$ cat src/rtl/otter_pkg.sv
// Shared OTTER core types: write-back select and load-size encodings.
package otter_pkg;

  localparam int XLEN = 32;

  typedef enum logic [1:0] {
    WB_PC  = 2'd0,
    WB_CSR = 2'd1,
    WB_MEM = 2'd2,
    WB_ALU = 2'd3
  } wb_sel_t;

  typedef enum logic [1:0] {
    SZ_BYTE = 2'd0,
    SZ_HALF = 2'd1,
    SZ_WORD = 2'd2
  } mem_size_t;

endpackage

$ cat src/rtl/mem_wb_stage_if.sv
// MEM/WB boundary signal bundle; slave is the stage, master is the surrounding pipeline.
// Forwarding outputs exist only when OTTER_WB_FWD_EN is defined.
interface mem_wb_stage_if;

  logic        STALL;
  logic        FLUSH;
  logic        MEM_VALID;
  logic [31:0] ALU_OUT_M;
  logic [31:0] PC_PLUS4_M;
  logic [31:0] CSR_RD_M;
  logic [4:0]  RD_ADDR_M;
  logic [1:0]  RF_WR_SEL_M;
  logic        REG_WRITE_M;
  logic [1:0]  MEM_SIZE_M;
  logic        MEM_UNS_M;
  logic [31:0] MEM_DOUT_RAW;

  logic [31:0] ALU_OUT_W;
  logic [31:0] CSR_RD_W;
  logic [31:0] PC_OUT_W;
  logic [31:0] MEM_DOUT_2_W;
  logic [1:0]  RF_WR_SEL_W;
  logic [4:0]  RD_ADDR_W;
  logic        REG_WRITE_W;
  logic        WB_VALID;
  logic [63:0] INSTRET;
`ifdef OTTER_WB_FWD_EN
  logic        FWD_VALID;
  logic [4:0]  FWD_RD;
  logic [31:0] FWD_DATA;
`endif

  modport slave (
    input  STALL, FLUSH, MEM_VALID, ALU_OUT_M, PC_PLUS4_M, CSR_RD_M,
           RD_ADDR_M, RF_WR_SEL_M, REG_WRITE_M, MEM_SIZE_M, MEM_UNS_M,
           MEM_DOUT_RAW,
    output ALU_OUT_W, CSR_RD_W, PC_OUT_W, MEM_DOUT_2_W, RF_WR_SEL_W,
           RD_ADDR_W, REG_WRITE_W, WB_VALID, INSTRET
`ifdef OTTER_WB_FWD_EN
    , output FWD_VALID, FWD_RD, FWD_DATA
`endif
  );

  modport master (
    output STALL, FLUSH, MEM_VALID, ALU_OUT_M, PC_PLUS4_M, CSR_RD_M,
           RD_ADDR_M, RF_WR_SEL_M, REG_WRITE_M, MEM_SIZE_M, MEM_UNS_M,
           MEM_DOUT_RAW,
    input  ALU_OUT_W, CSR_RD_W, PC_OUT_W, MEM_DOUT_2_W, RF_WR_SEL_W,
           RD_ADDR_W, REG_WRITE_W, WB_VALID, INSTRET
`ifdef OTTER_WB_FWD_EN
    , input FWD_VALID, FWD_RD, FWD_DATA
`endif
  );

endinterface

$ cat src/rtl/load_align.sv
// Combinational load-data alignment: picks byte/half lane by address and extends to XLEN.
module load_align
  import otter_pkg::*;
(
  input  logic [XLEN-1:0] src,
  input  logic [1:0]      addr_lo,
  input  logic [1:0]      size,
  input  logic            uns,
  output logic [XLEN-1:0] data
);

  logic [7:0]  byte_v;
  logic [15:0] half_v;

  always_comb begin
    case (addr_lo)
      2'd0:    byte_v = src[7:0];
      2'd1:    byte_v = src[15:8];
      2'd2:    byte_v = src[23:16];
      default: byte_v = src[31:24];
    endcase
    // Half-word lane chosen by addr bit 1 only; misaligned bit 0 is ignored.
    half_v = addr_lo[1] ? src[31:16] : src[15:0];

    data = src;
    if (size == SZ_BYTE) begin
      data = {{24{~uns & byte_v[7]}}, byte_v};
    end else if (size == SZ_HALF) begin
      data = {{16{~uns & half_v[15]}}, half_v};
    end
  end

endmodule

$ cat src/rtl/mem_wb_stage.sv
// MEM/WB pipeline register with load alignment, stall-safe load hold and INSTRET counter.
// Define OTTER_WB_FWD_EN to add the FWD_VALID/FWD_RD/FWD_DATA forwarding outputs.
module mem_wb_stage
  import otter_pkg::*;
(
  input  logic           CLK,
  input  logic           RST_N,
  mem_wb_stage_if.slave  bus
);

  logic [31:0] alu_p1;
  logic [31:0] pc_p1;
  logic [31:0] csr_p1;
  logic [4:0]  rd_p1;
  logic [1:0]  sel_p1;
  logic [1:0]  size_p1;
  logic        uns_p1;
  logic [1:0]  addr_lo_p1;
  logic        rw_p1;
  logic        vld_p1;
  logic [31:0] hold_q;
  logic        held_q;
  logic [63:0] instret_q;
  logic [31:0] load_src;
  logic [31:0] load_data;
  logic        advance;
  logic        bubble;

  assign advance = ~bus.STALL;
  assign bubble  = bus.FLUSH | ~bus.MEM_VALID;

  // MEM -> WB boundary
  always_ff @(posedge CLK or negedge RST_N) begin
    if (!RST_N) begin
      alu_p1     <= '0;
      pc_p1      <= '0;
      csr_p1     <= '0;
      rd_p1      <= '0;
      sel_p1     <= '0;
      size_p1    <= '0;
      uns_p1     <= 1'b0;
      addr_lo_p1 <= '0;
      rw_p1      <= 1'b0;
      vld_p1     <= 1'b0;
      hold_q     <= '0;
      held_q     <= 1'b0;
      instret_q  <= '0;
    end else if (advance) begin
      alu_p1     <= bus.ALU_OUT_M;
      pc_p1      <= bus.PC_PLUS4_M;
      csr_p1     <= bus.CSR_RD_M;
      rd_p1      <= bus.RD_ADDR_M;
      sel_p1     <= bus.RF_WR_SEL_M;
      size_p1    <= bus.MEM_SIZE_M;
      uns_p1     <= bus.MEM_UNS_M;
      addr_lo_p1 <= bus.ALU_OUT_M[1:0];
      rw_p1      <= bus.REG_WRITE_M & ~bubble;
      vld_p1     <= ~bubble;
      held_q     <= 1'b0;
      if (vld_p1) begin
        instret_q <= instret_q + 64'd1;
      end
    end else if (!held_q) begin
      // Memory only drives the read word for one cycle; keep it for the rest of the stall.
      hold_q <= bus.MEM_DOUT_RAW;
      held_q <= 1'b1;
    end
  end

  assign load_src = held_q ? hold_q : bus.MEM_DOUT_RAW;

  load_align u_load_align (
    .src     (load_src),
    .addr_lo (addr_lo_p1),
    .size    (size_p1),
    .uns     (uns_p1),
    .data    (load_data)
  );

  assign bus.ALU_OUT_W    = alu_p1;
  assign bus.CSR_RD_W     = csr_p1;
  assign bus.PC_OUT_W     = pc_p1;
  assign bus.MEM_DOUT_2_W = load_data;
  assign bus.RF_WR_SEL_W  = sel_p1;
  assign bus.RD_ADDR_W    = rd_p1;
  assign bus.REG_WRITE_W  = vld_p1 & rw_p1 & (rd_p1 != 5'd0);
  assign bus.WB_VALID     = vld_p1;
  assign bus.INSTRET      = instret_q;

`ifdef OTTER_WB_FWD_EN
  logic [31:0] fwd_data;

  always_comb begin
    fwd_data = alu_p1;
    case (wb_sel_t'(sel_p1))
      WB_PC:   fwd_data = pc_p1;
      WB_CSR:  fwd_data = csr_p1;
      WB_MEM:  fwd_data = load_data;
      default: fwd_data = alu_p1;
    endcase
  end

  assign bus.FWD_VALID = bus.REG_WRITE_W;
  assign bus.FWD_RD    = rd_p1;
  assign bus.FWD_DATA  = fwd_data;
`endif

endmodule
$ cat src/flat_wrapper.sv
// flat-port wrapper written by rule: the top's interface ports become plain ports
module mem_wb_stage_flat import otter_pkg::*;
  (CLK, RST_N, bus_STALL, bus_FLUSH, bus_MEM_VALID, bus_ALU_OUT_M, bus_PC_PLUS4_M, bus_CSR_RD_M, bus_RD_ADDR_M, bus_RF_WR_SEL_M, bus_REG_WRITE_M, bus_MEM_SIZE_M, bus_MEM_UNS_M, bus_MEM_DOUT_RAW, bus_ALU_OUT_W, bus_CSR_RD_W, bus_PC_OUT_W, bus_MEM_DOUT_2_W, bus_RF_WR_SEL_W, bus_RD_ADDR_W, bus_REG_WRITE_W, bus_WB_VALID, bus_INSTRET);
  mem_wb_stage_if bus_i ();
  input  logic CLK;
  input  logic RST_N;
  input wire logic [$bits(bus_i.STALL)-1:0] bus_STALL;
  input wire logic [$bits(bus_i.FLUSH)-1:0] bus_FLUSH;
  input wire logic [$bits(bus_i.MEM_VALID)-1:0] bus_MEM_VALID;
  input wire logic [$bits(bus_i.ALU_OUT_M)-1:0] bus_ALU_OUT_M;
  input wire logic [$bits(bus_i.PC_PLUS4_M)-1:0] bus_PC_PLUS4_M;
  input wire logic [$bits(bus_i.CSR_RD_M)-1:0] bus_CSR_RD_M;
  input wire logic [$bits(bus_i.RD_ADDR_M)-1:0] bus_RD_ADDR_M;
  input wire logic [$bits(bus_i.RF_WR_SEL_M)-1:0] bus_RF_WR_SEL_M;
  input wire logic [$bits(bus_i.REG_WRITE_M)-1:0] bus_REG_WRITE_M;
  input wire logic [$bits(bus_i.MEM_SIZE_M)-1:0] bus_MEM_SIZE_M;
  input wire logic [$bits(bus_i.MEM_UNS_M)-1:0] bus_MEM_UNS_M;
  input wire logic [$bits(bus_i.MEM_DOUT_RAW)-1:0] bus_MEM_DOUT_RAW;
  output wire logic [$bits(bus_i.ALU_OUT_W)-1:0] bus_ALU_OUT_W;
  output wire logic [$bits(bus_i.CSR_RD_W)-1:0] bus_CSR_RD_W;
  output wire logic [$bits(bus_i.PC_OUT_W)-1:0] bus_PC_OUT_W;
  output wire logic [$bits(bus_i.MEM_DOUT_2_W)-1:0] bus_MEM_DOUT_2_W;
  output wire logic [$bits(bus_i.RF_WR_SEL_W)-1:0] bus_RF_WR_SEL_W;
  output wire logic [$bits(bus_i.RD_ADDR_W)-1:0] bus_RD_ADDR_W;
  output wire logic [$bits(bus_i.REG_WRITE_W)-1:0] bus_REG_WRITE_W;
  output wire logic [$bits(bus_i.WB_VALID)-1:0] bus_WB_VALID;
  output wire logic [$bits(bus_i.INSTRET)-1:0] bus_INSTRET;
  assign bus_i.STALL = bus_STALL;
  assign bus_i.FLUSH = bus_FLUSH;
  assign bus_i.MEM_VALID = bus_MEM_VALID;
  assign bus_i.ALU_OUT_M = bus_ALU_OUT_M;
  assign bus_i.PC_PLUS4_M = bus_PC_PLUS4_M;
  assign bus_i.CSR_RD_M = bus_CSR_RD_M;
  assign bus_i.RD_ADDR_M = bus_RD_ADDR_M;
  assign bus_i.RF_WR_SEL_M = bus_RF_WR_SEL_M;
  assign bus_i.REG_WRITE_M = bus_REG_WRITE_M;
  assign bus_i.MEM_SIZE_M = bus_MEM_SIZE_M;
  assign bus_i.MEM_UNS_M = bus_MEM_UNS_M;
  assign bus_i.MEM_DOUT_RAW = bus_MEM_DOUT_RAW;
  assign bus_ALU_OUT_W = bus_i.ALU_OUT_W;
  assign bus_CSR_RD_W = bus_i.CSR_RD_W;
  assign bus_PC_OUT_W = bus_i.PC_OUT_W;
  assign bus_MEM_DOUT_2_W = bus_i.MEM_DOUT_2_W;
  assign bus_RF_WR_SEL_W = bus_i.RF_WR_SEL_W;
  assign bus_RD_ADDR_W = bus_i.RD_ADDR_W;
  assign bus_REG_WRITE_W = bus_i.REG_WRITE_W;
  assign bus_WB_VALID = bus_i.WB_VALID;
  assign bus_INSTRET = bus_i.INSTRET;
  mem_wb_stage u_core (.CLK(CLK), .RST_N(RST_N), .bus(bus_i));
endmodule
$ cat config.mk
export PLATFORM = sky130hd
export DESIGN_NAME = mem_wb_stage_flat
export DESIGN_NICKNAME = d
export VERILOG_FILES = /design/src/rtl/otter_pkg.sv /design/src/rtl/mem_wb_stage_if.sv /design/src/rtl/load_align.sv /design/src/rtl/mem_wb_stage.sv /design/src/flat_wrapper.sv
export SDC_FILE = /design/constraint.sdc
export NUM_CORES = 1
export LEC_CHECK = 0
export BUFFER_PORTS_ARGS = -buffer_cell sky130_fd_sc_hd__buf_2
export CAP_MARGIN = 40
export CORE_ASPECT_RATIO = 1.1
export CORE_UTILIZATION = 40
export DETAILED_ROUTE_END_ITERATION = 8
export GPL_ROUTABILITY_DRIVEN = 0
export GPL_TIMING_DRIVEN = 0
export PLACE_DENSITY = 0.67
export REMOVE_ABC_BUFFERS = 1
export SETUP_SLACK_MARGIN = 0.02
export SLEW_MARGIN = 20
export SYNTH_ARGS = -nofsm -noshare
export SYNTH_HDL_FRONTEND = slang
export SYNTH_SLANG_ARGS = --single-unit
$ cat constraint.sdc
create_clock -name CLK -period 3.1 [get_ports CLK]
set_clock_uncertainty 0.1 [all_clocks]
set_input_delay 0.31 -clock CLK [delete_from_list [all_inputs] [get_ports CLK]]
set_output_delay 0.31 -clock CLK [all_outputs]
set_load 0.02 [all_outputs]
Word-level counts from Yosys, hierarchy flattened
Index checks and enable logic that the tools add are counted.
- add/sub/neg operators: 1
- eq/ne operators: 3
- mux-type cells: 6
- bitwise operators: 10
- reductions and logical operators: 4
- operator list (operator ; count):
    $mux 32 ; 3
    $add 64x1->64 const B ; 1
    $pmux 8 s3 ; 1
    $mux 16 ; 1
    $and 1x1->1 ; 5
    $reduce_bool 5->1 ; 1
    $eq 2x1->1 const B ; 2
    $logic_not 2->1 ; 2
    $not 1->1 ; 4
    $eq 2x2->1 const B ; 1
    $reduce_and 2->1 ; 1
    $mux 1 ; 1
    $or 1x1->1 ; 1
- register bits after elaboration: 207
- output and inout bits: 201
- logic and storage cells: 37

Depth between registers and ports, before layout
Gate-level depths: netlist of the first run.
- depth after elaboration: 5
- gate-level depth with buffers: 8

Cells and area by module
From an unflattened synthesis of the first run, not the netlist that was laid out.
- cells, all modules: 725
- area total of the unflattened synthesis: 9449.1 um2
- by module, submodules not included (module ; instances ; cells an instance ; area an instance (um2)):
    mem_wb_stage ; 1 ; 622 ; 8657.1
    load_align ; 1 ; 103 ; 792.0

Least setup slack after synthesis of the first run
OpenSTA, ideal clock, no wires.
- path type: reg2out
- from: register u_core.bus.ALU_OUT_W[1] (netlist name)
- to: output bus_MEM_DOUT_2_W[21]
- arrival time: 2.360 ns
- path slack: 0.330 ns
- cell stages (with the launch flop): 8
- path buffers: 3
- path through: dfrtp_1 clkbuf_1 mux4_2 or3_1 buf_2 a21boi_4 buf_6 o21ai_0
- RTL lines (what ; RTL line ; RTL):
    end, declared ; flat_wrapper.sv:22 ; output wire logic [$bits(bus_i.MEM_DOUT_2_W)-1:0] bus_MEM_DOUT_2_W;

Worst setup path in the final report of the first run
- from: register u_core.held_q
- to: output bus_MEM_DOUT_2_W[22]
- word-level cells in the longest chain between the ends: 5
- elaborated cells between the ends (all ways): 7
- RTL lines (what ; RTL line ; RTL):
    start, declared ; mem_wb_stage.sv:22 ; logic held_q;
    start signal, assigned ; mem_wb_stage.sv:46 ; held_q <= 1'b0;
    start signal, assigned ; mem_wb_stage.sv:59 ; held_q <= 1'b0;
    start signal, assigned ; mem_wb_stage.sv:66 ; held_q <= 1'b1;
    $mux 32 (*) ; mem_wb_stage.sv:70 ; assign load_src = held_q ? hold_q : bus.MEM_DOUT_RAW;
    $mux 16 ; load_align.sv:23 ; half_v = addr_lo[1] ? src[31:16] : src[15:0];
    $and 1x1->1 ; load_align.sv:29 ; data = {{16{~uns & half_v[15]}}, half_v};
    $mux 32 ; load_align.sv:28 ; end else if (size == SZ_HALF) begin
    $mux 32 (*) ; load_align.sv:26 ; if (size == SZ_BYTE) begin
Mark *: on every way between the ends. The rest lies on a longest branch, timed or not.

==> results of run 1 <==
[through the flow]
stage	setup WS, ns	utilization, %	power [W]
2_1_floorplan	-0.850	-	0.00389
3_3_place_gp	-1.99	49.4	0.00443
3_5_place_dp	-0.330	50.2	0.00447
4_1_cts	-0.111	60.7	0.00741
5_1_grt	-0.104	61.1	0.00773
6_report	-0.0510	61.1	0.00742
[Yosys cell counts, types with 2 or more instances]
cell      number  share of area, %
inv_1         12              0.48
nor4_2         3              0.40
and2_1         2              0.13
mux2_2       136                16
nor3b_1        2              0.16
clkbuf_1      26               1.0
nor4b_1        2              0.19
and3_1        11              0.73
nor2_1        20              0.79
nand2b_1       4              0.26
or2_2          2              0.13
xnor2_1       43               4.0
buf_6          2              0.24
buf_1          4              0.16
or3_1          3              0.20
mux4_2        29               6.9
nor4_1         6              0.40
and4_1         3              0.28
a21oi_1        2              0.11
dfrtp_1      205                54
nor3_1        11              0.58
xor2_1        20               1.9
nand2_1       44               1.7
o21ai_0       26               1.4
nand3_1       21               1.1
buf_2          4              0.21
nand4_1       29               1.9
mux2i_1       27               2.9
[final cells by class]
type	instances	area, sq um
timing repair buffer	504	3520
multi-input combinational	458	4280
fill	1770	8970
inverter	12	48.8
clock inverter	11	93.8
tap	300	375
clock buffer	33	654
antenna	1	2.50
sequential	205	5130
[placed cells by master, fill, tap and decap left out, types with 21 or more instances in the layout]
master	synthesis	layout
buf_2	4	325
buf_6	2	21
clkbuf_16	0	24
dfrtp_1	205	203
dlygate4sd3_1	0	141
mux2_2	136	136
mux2i_1	27	25
mux4_2	29	29
nand2_1	44	44
nand4_1	29	29
xnor2_1	43	43
[what timing repair did]
| item | 4_1_cts | 5_1_grt |
|---|---|---|
| buffers inserted | 11 | 0 |
| resized for setup | 53 | 31 |
| hold endpoints to repair | 265 | 0 |
| setup endpoints to repair | 32 | 24 |
| pin swaps | 1 | 1 |
| cloned | 2 | 0 |
| hold buffers | 141 | 0 |
[report_power, final]
part | internal, W | switching, W
clock network | 0.00156 | 0.00111
logic | 0.000806 | 0.000855
registers | 0.00291 | 0.000183
total | 0.00528 | 0.00215
[worst reg2reg max path, delay by kind of cell, from the launching register on]
family                    cells  cell delay, ns
and+or+nand+nor               4            1.77
DFF                           1            0.44
xor gates and xnor gates      1            0.14
[path summary, 6_finish.rpt]
check / end / from / cells past startpoint
worst min register to register: u_core.bus.INSTRET[63] / u_core.bus.INSTRET[63] / 1
worst max register to register: u_core.bus.INSTRET[43] / u_core.bus.INSTRET[4] / 5
min in group asynchronous: u_core.bus.PC_OUT_W[23] / RST_N / 2
worst min-delay path: u_core.held_q / bus_STALL / 1
max in group asynchronous: u_core.hold_q[3] / RST_N / 3
worst max-delay path: bus_MEM_DOUT_2_W[22] / u_core.held_q / 7
[per-layer routing]
metal	vias up	track usage (%)
met5	-	0
met4	0	7.45
met3	54	5.59
met1	3880	26.9
met2	304	40.0
li1	3574	-
[sequential cells by signal, indices dropped and copies added, names as in the netlist, 2 cells and up]
name                    count
u_core.bus.CSR_RD_W        32
u_core.bus.PC_OUT_W        32
u_core.bus.INSTRET         64
u_core.size_p1              2
u_core.hold_q              32
u_core.bus.RF_WR_SEL_W      2
u_core.bus.RD_ADDR_W        5
u_core.bus.ALU_OUT_W       31
[cell families (layout without fill, tap and decap cells)]
logic type,after synthesis,after routing,share of synthesized area (%)
other,0,1,0
and+or+nand+nor,171,171,9.74
buffers and inverters,48,560,2.11
muxes,193,193,26.2
DFF,205,205,54.2
adders and majority gates,1,1,0.132
xor gates and xnor gates,63,63,5.83
AOI/OAI and AO/OA,30,30,1.78
==> out/summary.txt, run 1 <==
Status - finished with violations
Failing checks - negative setup slack
Worst setup margin - -0.0510 ns
Finished Layout Cells - 1,524
Family with the most delay on the worst path - multiplexers
Dominant synthesized flop cell - dfrtp_1
Total CTS buffers - 24
WHS - 0.0372 ns
First-pass DRT Iterations - 4
Largest net degree at the start of global routing - 91
Worst setup SP type - flop
RSZ-0062 raised after global routing - true
Wire per inst - 18.3 um
VDD IR max - 550 uV
Worst-path clk slew - 0.06 ns
Starting Density - 41.0%
Final worst path period share - 102%
Port buffer count - 344
Post-route ant nets - 0
CTS tree - done
DRC Markers - 0
Placed insts - 1,326
Worst Path Required - 2.69 ns
Asr flop ratio synth - 100%
Syn. warnings - 0
Reg-to-reg setup timing slack - 0.54 ns
Finish-stage setup viols - 16
WL final - 27.8 mm
Cell at the root of the clock tree - clkbuf_16
Share of layout cells above drive strength 1 - 48.9%
Final slew viol count - 0
Setup Total Neg Slack - -0.531 ns
Global-route wire length before repair - 43.6 mm
Worst Tran Pin Value - 0.705 ns
Vias in the first global route - 8,363
Vias - 7,812
Clk_lat worst skew - 0.52 ns
Post-Syn Area - 9470 sq um
Synth cell types - 40
Placed cell area - 11,600 sq um
Die area - 24,300 sq um
Cell Pwr Density - 526 nW/um^2
GRT Resource Usage Total - 22.7%
Post-DP HPWL - 17.4 mm
Synth-to-layout area growth - 49.0%
Die Span X - 149 um
Crit Path Class - reg -> out
Max-Cap Viols - 0
Sequential area share after synthesis - 54.2%
Syn Inst Count - 711
Worst Path Max Fanout - 6
Metal2 WL - 14.3 mm
Buf+Inv Stages, Crit Path - 2
Min Clock Period, post-route - 3.15 ns
Die height - 163 um
Clock sink count - 205
Antenna violations before repair - 0
Worst-path cell chain - mux2i_4 > mux4_2 > or3_4 > a21boi_4 > buf_8 > o21ai_4 > buf_6
Top Layer Used - met4
Wl on met1 - 10.9 mm
Maximum clock path buffer count - 3
Final hold vios - 0
Number of I/O pins - 345
P_leak - 6.71 nW
Synthesis-stage register bit count - 205
Mean Syn Cell Area - 13.3 sq um
Core box area - 23,100 sq um
DRT iter0 DRCs - 379
Standard-cell rows - 58
Fmax - 317 MHz
Routed vias/inst - 5.13
DR WL met3 - 2.01 mm
H-tree levels - 1
Nets - 1,350
Post-synth EDFFs - 0
CP max-delay cell - dfrtp_4
Slowest cell delay on critical path - 0.55 ns
Min-Delay Path Class - in -> reg
Finished Cell Area - 14,100 sq um
Setup crit end kind - output port
Grt ovf - 0
Worst EP arrival - 2.74 ns
Worst slew margin - 52.6%
No activity file was read; power rests on OpenSTA's default activity.
==> inputs of run 2 (changes only) <==
Settings changed: CTS_BUF_LIST set to sky130_fd_sc_hd__clkbuf_2 sky130_fd_sc_hd__clkbuf_4 sky130_fd_sc_hd__clkbuf_8.
==> out/summary.txt, run 2 (same netlist as run 1, synthesis figures left out) <==
Setup Total Neg Slack - -0.127 ns
RSZ-0062 raised after global routing - true
Clk_lat worst skew - 0.50 ns
VDD IR max - 413 uV
Total CTS buffers - 38
Antenna violations before repair - 1
Fmax - 321 MHz
First-pass DRT Iterations - 4
CTS tree - done
Placed cell area - 11,600 sq um
Cell Pwr Density - 520 nW/um^2
Die Span X - 149 um
Worst Path Max Fanout - 6
Worst Reg-to-Reg Cells - 5
Worst-path clk slew - 0.06 ns
Min-Delay Path Class - in -> reg
Nets - 1,364
Number of I/O pins - 345
Clock sink count - 205
Share of layout cells above drive strength 1 - 50.3%
Final hold vios - 0
Final slew viol count - 0
Most frequent cells in the layout - buf_2 (325), dfrtp_1 (203), dlygate4sd3_1 (141), mux2_2 (136)
Post-route ant nets - 0
Worst Path Required - 2.69 ns
Wire per inst - 18.1 um
H-tree levels - 2
Post-DP HPWL - 17.4 mm
Setup crit end kind - output port
Synth-to-layout area growth - 48.8%
Fillers - 1,762
Worst EP arrival - 2.71 ns
GRT Resource Usage Total - 22.9%
Crit Path Class - reg -> out
Commonest non-fill, non-tap cell in the layout - buf_2
Failing checks - negative setup slack
Status - finished with violations
Finished Cell Area - 14,100 sq um
Port buffer count - 344
Global-route wire length before repair - 43.9 mm
Finish-stage setup viols - 9
Min Clock Period, post-route - 3.12 ns
Reg2reg start - u_core.bus.INSTRET[4]
WL final - 27.9 mm
Final Util - 61.1%
Die height - 163 um
Max reg flops - 64
Max-Cap Viols - 0
Starting Density - 41.0%
Standard-cell rows - 58
Hold endpoint - u_core.held_q
DRC Markers - 0
Worst slew margin - 50.1%
Maximum clock path buffer count - 3
Grt ovf - 0
Vias in the first global route - 8,389
P_leak - 6.74 nW
Reg-to-reg endpoint - u_core.bus.INSTRET[43]
Core box area - 23,100 sq um
Worst setup margin - -0.0200 ns
HP Start - bus_STALL
Multi-input gate area - 4260 sq um
Vias - 7,852
DRT iter0 DRCs - 301
Worst setup SP type - flop
Worst Tran Pin Value - 0.742 ns
Final worst path period share - 101%
Largest net degree at the start of global routing - 91
Reg-to-reg setup timing slack - 0.54 ns
Register area - 5130 sq um
Cell at the root of the clock tree - clkbuf_8
WHS Path Cells - 1
Die area - 24,300 sq um
Routed vias/inst - 5.08
run 2: cell count changes in the layout (fill, tap and decap cells not counted), moves of 3 or more:
cell       change
clkinv_2       -6
clkbuf_1       -7
clkbuf_8      +42
clkbuf_16     -24
o21ai_2        +3
o21ai_4        -3
clkbuf_4      +17
run 2: worst max path at each step:
stage	from	cells after the start	to
after CTS	u_core.held_q	8	bus_MEM_DOUT_2_W[22]
after detailed placement	u_core.held_q	7	bus_MEM_DOUT_2_W[16]
after global routing	u_core.held_q	7	bus_MEM_DOUT_2_W[21]
after global placement	RST_N	1	u_core.addr_lo_p1[0]
after floorplan	u_core.held_q	5	bus_MEM_DOUT_2_W[16]
final	u_core.held_q	7	bus_MEM_DOUT_2_W[30]
run 2: stage by stage:
step                      worst slack (ns)  std cells  power, W  hold WS, ns
after CTS                           -0.115       1544   0.00736      0.00337
after global routing               -0.0893       1544   0.00766       0.0195
after detailed placement            -0.330       1326   0.00447        0.118
after floorplan                     -0.850        675   0.00389      -0.0856
final                              -0.0200       1545   0.00733       0.0511
after global placement               -1.99       1319   0.00443        0.353
run 2: power by group:
group          total [W]  internal (W)  switching, W
registers        0.00309       0.00291      0.000182
logic            0.00165      0.000801      0.000848
clock network    0.00260       0.00149       0.00111
run 2: timing repair:
item,CTS,global route
pin swaps,1,1
setup buffers,11,0
hold endpoints to repair,293,0
cloned,2,0
endpoints found under the setup margin,32,24
hold buffers,141,0
resized for setup,53,27
run 2: layer usage:
| metal | routed length [um] | GRT usage, % | vias up | part of all wire (%) |
|---|---|---|---|---|
| met3 | 1990 | 6.34 | 56 | 7.1 |
| li1 | - | - | 3597 | - |
| met2 | 14400 | 39.7 | 316 | 52 |
| met4 | 663 | 8.34 | 0 | 2.4 |
| met1 | 10800 | 27.0 | 3883 | 39 |
| met5 | 0 | 0 | - | 0 |
run 2: cell type report:
type / instances / area share [%]
clock inverter: 3 / 0.133
timing repair buffer: 504 / 25.0
sequential: 205 / 36.4
multi-input combinational: 458 / 30.2
tap: 300 / 2.66
clock buffer: 61 / 5.20
antenna: 2 / 0.0355
inverter: 12 / 0.346
run 2: worst max-delay path, cell delays in order (launching register included):
cell      delay, ns
dfrtp_4        0.54
mux2i_4        0.21
mux4_2         0.49
or3_4          0.39
a21boi_4       0.18
buf_6          0.17
o21ai_2        0.08
buf_6          0.14
